[src/rtl/fact_pkg.sv]
// fact_pkg: shared widths, exact-result limit and FSM state type for the factorial engine.
package fact_pkg;
    localparam int DATA_W = 32;
    // Largest n whose factorial still fits in DATA_W bits.
    localparam int MAX_EXACT_N = 12;
    typedef enum logic [1:0] {IDLE, MUL, DONE} fact_state_t;
endpackage

[src/rtl/multiplier.sv]
// multiplier: 32x32 combinational multiply, product truncated to 32 bits.
module multiplier (
    input  logic [31:0] a,
    input  logic [31:0] b,
    output logic [31:0] out
);
    assign out = a * b;
endmodule

[src/rtl/factorial_ctrl.sv]
// factorial_ctrl: computes n! mod 2^32 with one multiply per clock over valid/ready channels.
// Define FACT_OVF_EN to add the ovf output flagging n beyond the exact range.
module factorial_ctrl
    import fact_pkg::*;
#(
    parameter int N_W = 8
) (
    input  logic              clk,
    input  logic              rst_n,
    input  logic              in_valid,
    output logic              in_ready,
    input  logic [N_W-1:0]    in_n,
    output logic              out_valid,
    input  logic              out_ready,
    output logic [DATA_W-1:0] out_result,
    output logic              busy
`ifdef FACT_OVF_EN
    ,
    output logic              ovf
`endif
);
    fact_state_t       state;
    logic [N_W-1:0]    cnt;
    logic [DATA_W-1:0] acc;
    logic [DATA_W-1:0] prod;

    multiplier u_mul (
        .a  (acc),
        .b  ({{(DATA_W-N_W){1'b0}}, cnt}),
        .out(prod)
    );

    assign in_ready  = state == IDLE;
    assign out_valid = state == DONE;
    assign busy      = state != IDLE;

    always_ff @(posedge clk or negedge rst_n) begin
        if (!rst_n) begin
            state      <= IDLE;
            cnt        <= '0;
            acc        <= DATA_W'(1);
            out_result <= '0;
        end else begin
            case (state)
                IDLE: if (in_valid) begin
                    cnt   <= in_n;
                    acc   <= DATA_W'(1);
                    state <= MUL;
                end
                MUL: if (cnt <= N_W'(1)) begin
                    out_result <= acc;
                    state      <= DONE;
                end else begin
                    acc <= prod;
                    cnt <= cnt - 1'b1;
                end
                DONE: if (out_ready) state <= IDLE;
                default: state <= IDLE;
            endcase
        end
    end

`ifdef FACT_OVF_EN
    always_ff @(posedge clk or negedge rst_n) begin
        if (!rst_n)
            ovf <= 1'b0;
        else if (state == IDLE && in_valid)
            ovf <= in_n > N_W'(MAX_EXACT_N);
    end
`endif
endmodule

[config.mk]
export PLATFORM = sky130hd
export DESIGN_NAME = factorial_ctrl
export DESIGN_NICKNAME = d
export VERILOG_FILES = /design/src/rtl/fact_pkg.sv /design/src/rtl/multiplier.sv /design/src/rtl/factorial_ctrl.sv
export SDC_FILE = /design/constraint.sdc
export NUM_CORES = 1
export LEC_CHECK = 0
export ABC_AREA = 0
export CORE_MARGIN = 5
export CORE_UTILIZATION = 55
export DETAILED_ROUTE_END_ITERATION = 10
export PLACE_DENSITY = 0.83
export SKIP_LAST_GASP = 1
export SLEW_MARGIN = 30
export SYNTH_ARGS = -nofsm -noshare
export SYNTH_HDL_FRONTEND = slang
export SYNTH_HIERARCHICAL = 1
export SYNTH_SLANG_ARGS = --single-unit
[constraint.sdc]
create_clock -name clk -period 15.3 [get_ports clk]
set_input_delay 3.06 -clock clk [delete_from_list [all_inputs] [get_ports clk]]
set_output_delay 3.06 -clock clk [all_outputs]
set_load 0.005 [all_outputs]
==> results.ini, run 1 <==
[global_route]
grt_pass1_wl_mm=78.8
grt_max_degree=76
grt.overflow.total=0
grt_usage=0.257
grt_antenna_before_repair=0
grt_pass1_vias=15400

[placed_design]
dpl.cell_count=2526
dp_hpwl_mm=35.4
port_buffers=46
pre_cts_slack_ns=7.71
routabilityCongestion=0.907

[setup_path]
r2r_setup_slack_ns=7.77
r2r_end=acc[30]
cpMostUsedCell=fa_1
crit_required_ns=15.55
cp_max_fo=19
cp-start-kind=flop
endpoint_kind=flop
r2r-start=cnt[5]
criticalPathCategory=reg -> reg
critPathMaxStageDelay_ns=0.71
reg2regPathDepth=23
worstPathCellList=buf_4 -> and2_1 -> fa_1 -> fa_1 -> fa_1 -> inv_1 -> fa_1 -> inv_1 -> fa_1 -> fa_1 -> fa_1 -> fa_1 -> ha_1 -> a21o_1 -> a21oi_1 -> nand2b_1 -> o21ai_0 -> a211oi_4 -> o221ai_2 -> a21oi_2 -> xnor2_1 -> nand2_1 -> o21ai_0
worstPathArrival_ns=7.78
cp_slowest_cell=dfrtp_1

[logic_synthesis]
syn_inst=1980
netlist_area_mm2=0.0191
synth_edf_count=0
ys.flop_type=dfrtp_1
ys_warn_count=6
ys_ff_latch=74
ys_async_sr_fraction=1.00
syn_area_per_cell_um2=9.63
synth_cell_type_count=69
yosysSeqAreaShare=0.0972

[cts]
worstSkewPairLatency_ns=0.34
cts_tree=built
cts.clk_slew.worst_paths_ns=0.06
numCtsBuffers=9
postCtsResizedCells=0
post_cts_buffers=0
htree_levels=3
root_buffer=clkbuf_16
clock_sinks=74
hold_buffers=0
cts.path.max_buffers=2

[layout]
syn2layout_area_growth_pct=8.09
drive_gt1_frac=0.0426
fillers=2862
stdcell_count=2542
final_net_count=2627
final_cell_mix=408 x fa_1, 369 x and2_1, 363 x inv_1
antennaDiodeCount=0
final_common_cell=fa_1

[worst_hold_path]
hp-class=reg -> reg
hold-path-cell-count=1
hold_start=out_result[0]
min_to=out_result[0]

[die]
die_h_um=196
ioPinCount=47
fp.dieW_um=196
start_util=0.554
num_rows=68
core_area_mm2=0.0344
die-area_mm2=0.0385

[sta]
max-slew-margin-rel=0.359
skew_ns=0.00608
drv_slew=0
grt_setup_unrepaired=no
max_freq_ghz=0.133
hold_viol_final=0
fin_crit_ns=7.53
tightest_slew_ns=0.962
setup-tns-final_ns=0
setup_violations=0
period_share=0.492
whs_ns=0.509
fin_ws_ns=7.77

[routing]
drt_wl_total_mm=47.3
antenna_left=0
firstDrtPassIters=5
drt_iter0_drc=822
post_drt_via_cell_ratio=5.33
wl_per_cell_um=18.6
drc=0
vias=13500

[status]
status=finished clean

[flow_run]
drv_cap=0

## area by class of cell
cell class                 instances  area [um^2]  share of cell area
clock buffer                       9          225              0.0109
clock inverter                     7          116             0.00565
inverter                         364         1380              0.0670
multi-input combinational       1573        15900               0.771
sequential                        74         1860              0.0903
tap                              455          569              0.0276
timing repair buffer              60          567              0.0275
## worst max-delay path: cells and delay by family (launching register included)
kind                       cells  cell delay, ns
adders and majority gates      9            4.25
xor gates and xnor gates       1            0.12
AOI/OAI and AO/OA              7            1.42
DFF                            1            0.71
and+or+nand+nor                3            0.45
buffers and inverters          3            0.49
## sequential cells by signal, indices dropped and copies added, names as in the netlist
name / count
state: 2
cnt: 8
out_result: 32
acc: 32
## cells in the mapped netlist (all sizes together), types with 2 or more instances
master | count | area [um^2]
o211ai | 2 | 20.0
clkbuf | 86 | 324
xor2 | 18 | 158
o21bai | 2 | 15.0
mux2 | 32 | 469
nor3 | 8 | 45.0
and3 | 8 | 51.3
nor2b | 6 | 37.5
ha | 125 | 1560
inv | 363 | 1360
o21ai | 50 | 250
or2 | 3 | 18.8
dfrtp | 73 | 1830
o311ai | 2 | 17.5
nand4 | 2 | 12.5
buf | 11 | 111
a311oi | 3 | 26.3
a21o | 13 | 97.6
nand2b | 3 | 18.8
o21a | 8 | 60.1
nor3b | 2 | 15.0
nand3 | 3 | 27.5
a21oi | 23 | 123
fa | 408 | 8170
a211oi | 5 | 50.1
nand2 | 239 | 897
nor4 | 2 | 27.5
a2bb2oi | 3 | 26.3
nor2 | 19 | 87.6
a31oi | 5 | 46.3
and2 | 370 | 2320
xnor2 | 63 | 552
## worst max path at each step
stage / start / end / slack (ns) / depth (start not counted)
global route: cnt[5] / acc[30] / 7.45 / 23
CTS: cnt[4] / acc[30] / 7.71 / 22
detailed placement: cnt[4] / acc[30] / 7.71 / 22
floorplan: cnt[3] / acc[30] / 8.56 / 24
finish: cnt[5] / acc[30] / 7.77 / 23
global placement: cnt[3] / acc[30] / 7.84 / 22
## cell families after synthesis
kind of cell,Yosys count,synth area share
simple gates,668,0.188
fa+ha+maj,533,0.511
buf+inv,461,0.0953
compound gates,128,0.0454
xor+xnor,82,0.0384
flops,74,0.0972
mux,33,0.0251
other cells,1,0.000197
## stage by stage
stage | utilization | instance area, um^2
after CTS | 0.599 | 20600
after detailed placement | 0.589 | 20300
after global placement | 0.589 | 20200
after floorplan | - | 19500
final | 0.599 | 20600
after global routing | 0.599 | 20600
## routing by layer
layer,track usage,wire (um)
met4,0.110,2050
met3,0.0340,3150
met2,0.439,23500
met5,0,0
met1,0.331,18600
Power of run 1 is not shown: default switching activity piles up to over one toggle a cycle in this logic, so the estimate is an artifact.
==> run 2, diff against run 1 <==
- PLACE_DENSITY: 0.83 -> 0.86
- clock period: 15.3 -> 6.2 ns (I/O delays scaled with it)
==> run 2 against run 1 <==
  * The flow now finishes with violations (negative setup slack)
  * Clock-buffer cell count is 2 higher
  * Critical endpoint is now acc[27]
  * Register-to-register slack worse by 8.3 ns
  * First-iteration DRC count grew 19%
  * Largest cell class unchanged
==> results.ini, run 2 (synthesis results as in run 1) <==
[routing]
drt_iter0_drc=976  ; +19%
post_drt_via_cell_ratio=5.38  ; +0.93%
drc=0  ; unchanged
firstDrtPassIters=6  ; +1
drt_wl_total_mm=50.9  ; +7.5%
vias=14400  ; +6.7%
route.met3.wl_mm=3.76  ; +19%
dr_wl_met2_mm=24.7  ; +4.9%
antenna_left=0  ; unchanged
wl_met1_mm=19.6  ; +5.4%
wl_per_cell_um=18.9  ; +1.7%
highest_layer=met4

[cts]
cts.path.max_buffers=2  ; unchanged
htree_levels=3  ; unchanged
cts.clk_slew.worst_paths_ns=0.06  ; about the same
numCtsBuffers=9  ; unchanged
root_buffer=clkbuf_16
clock_sinks=74  ; unchanged
hold_buffers=0  ; unchanged
cts_tree=built
worstSkewPairLatency_ns=0.34  ; about the same

[setup_path]
crit_family=adder cells
cp_max_fo=10  ; -9
crit_buf_inv=3  ; unchanged
cp-start-kind=flop
crit_required_ns=6.46  ; -9.09 ns
cpMostUsedCell=fa_1
r2r_end=acc[27]
reg2regPathDepth=23  ; unchanged
r2r-start=cnt[2]
endpoint_kind=flop
crit_start=cnt[2]
cp_slowest_cell=fa_1
critPathMaxStageDelay_ns=0.57  ; -0.14 ns
r2r_setup_slack_ns=-0.52  ; -8.30 ns
criticalPathCategory=reg -> reg
worstPathArrival_ns=6.99  ; -0.79 ns
worstPathCellList=buf_12 -> and2_4 -> fa_1 -> inv_1 -> fa_1 -> fa_1 -> fa_1 -> inv_1 -> ha_1 -> ha_1 -> fa_1 -> fa_1 -> ha_4 -> a211o_1 -> and2_4 -> a21o_1 -> a31oi_4 -> o211ai_4 -> a21bo_4 -> o31ai_2 -> xnor2_1 -> nand2_1 -> o21ai_1

[die]
die-area_mm2=0.0385  ; unchanged
num_rows=68  ; unchanged
fp.dieW_um=196  ; unchanged
start_util=0.554  ; unchanged
die_h_um=196  ; unchanged
ioPinCount=47  ; unchanged
core_area_mm2=0.0344  ; unchanged

[sta]
setup_violations=16  ; +16
grt_setup_unrepaired=yes
tightest_slew_ns=0.776  ; -0.186 ns
max_freq_ghz=0.149  ; +12%
whs_ns=0.514  ; +0.00508 ns
max-slew-margin-rel=0.483  ; +0.124
hold_viol_final=0  ; unchanged
drv_slew=0  ; unchanged
setup-tns-final_ns=-5.53  ; -5.53 ns
skew_ns=0.00688  ; +0.000804 ns
fin_ws_ns=-0.524  ; -8.30 ns
period_share=1.08  ; +0.593
fin_crit_ns=6.72  ; -0.804 ns

[global_route]
grt_max_degree=76  ; unchanged
grt.overflow.total=0  ; unchanged
grt_usage=0.275  ; +0.0177
grt_antenna_before_repair=1  ; +1
grt_pass1_wl_mm=84.2  ; +6.9%
grt_pass1_vias=16300  ; +6.3%

[layout]
utilization=0.645  ; +0.0453
final_net_count=2771  ; +5.5%
final_cell_mix=399 x fa_1, 366 x and2_1, 361 x inv_1
drive_gt1_frac=0.130  ; +0.0873
fillers=2485  ; -13%
final_common_cell=fa_1
top_regs=acc: 32 flops, out_result: 32 flops, cnt: 8 flops
seqCellArea_mm2=0.00186  ; +0.27%
syn2layout_area_growth_pct=16.3
multi_input_area_mm2=0.0162  ; +2.1%
design_area_mm2=0.0222  ; +7.6%

[worst_hold_path]
hold_start=out_result[0]
min_to=out_result[0]
hold-path-cell-count=1  ; unchanged
hp-class=reg -> reg

[status]
status=finished with violations
violations=negative setup slack

[placed_design]
port_buffers=46  ; unchanged
routabilityCongestion=0.952  ; +4.9%
dp_hpwl_mm=41.7  ; +18%
dpl_cell_area_mm2=0.0215  ; +6.3%

[flow_run]
drv_cap=0  ; unchanged

run 2: worst max-delay path by stage:
stage / endpoint / slack [ns] / depth (start not counted)
after floorplan: acc[30] / -0.24 / 24
after global placement: acc[29] / -0.42 / 22
after detailed placement: acc[31] / -0.63 / 22
after CTS: acc[29] / -0.49 / 24
after global routing: acc[29] / -0.72 / 22
final: acc[27] / -0.52 / 23
run 2: what timing repair did:
item                                    4_1_cts  5_1_grt
buffers inserted                              2        3
endpoints found under the setup margin       18       20
pin swaps                                    12       15
gates resized for setup                      16       38
hold endpoints to repair                      0        0
gates cloned                                  0        1
run 2: metrics by stage:
stage / std cells / setup slack [ns]
2_1_floorplan: 2108 / -0.237
3_3_place_gp: 2664 / -0.418
3_5_place_dp: 2664 / -0.631
4_1_cts: 2682 / -0.495
5_1_grt: 2686 / -0.722
6_report: 2687 / -0.524
run 2: routing by layer:
| metal | vias to the layer above | global-route usage |
|---|---|---|
| li1 | 6225 | - |
| met1 | 7326 | 0.349 |
| met2 | 695 | 0.460 |
| met3 | 203 | 0.0489 |
| met4 | 0 | 0.127 |
| met5 | - | 0 |
run 2: layout make-up:
cell class / count / area share
Clock buffer: 11 / 0.0110
Tap cell: 455 / 0.0257
Multi-Input combinational cell: 1573 / 0.732
Clock inverter: 5 / 0.00390
Timing Repair Buffer: 204 / 0.0809
Antenna cell: 1 / 0.000113
Inverter: 364 / 0.0623
Sequential cell: 74 / 0.0841
Power of run 2 is left out for the same reason.
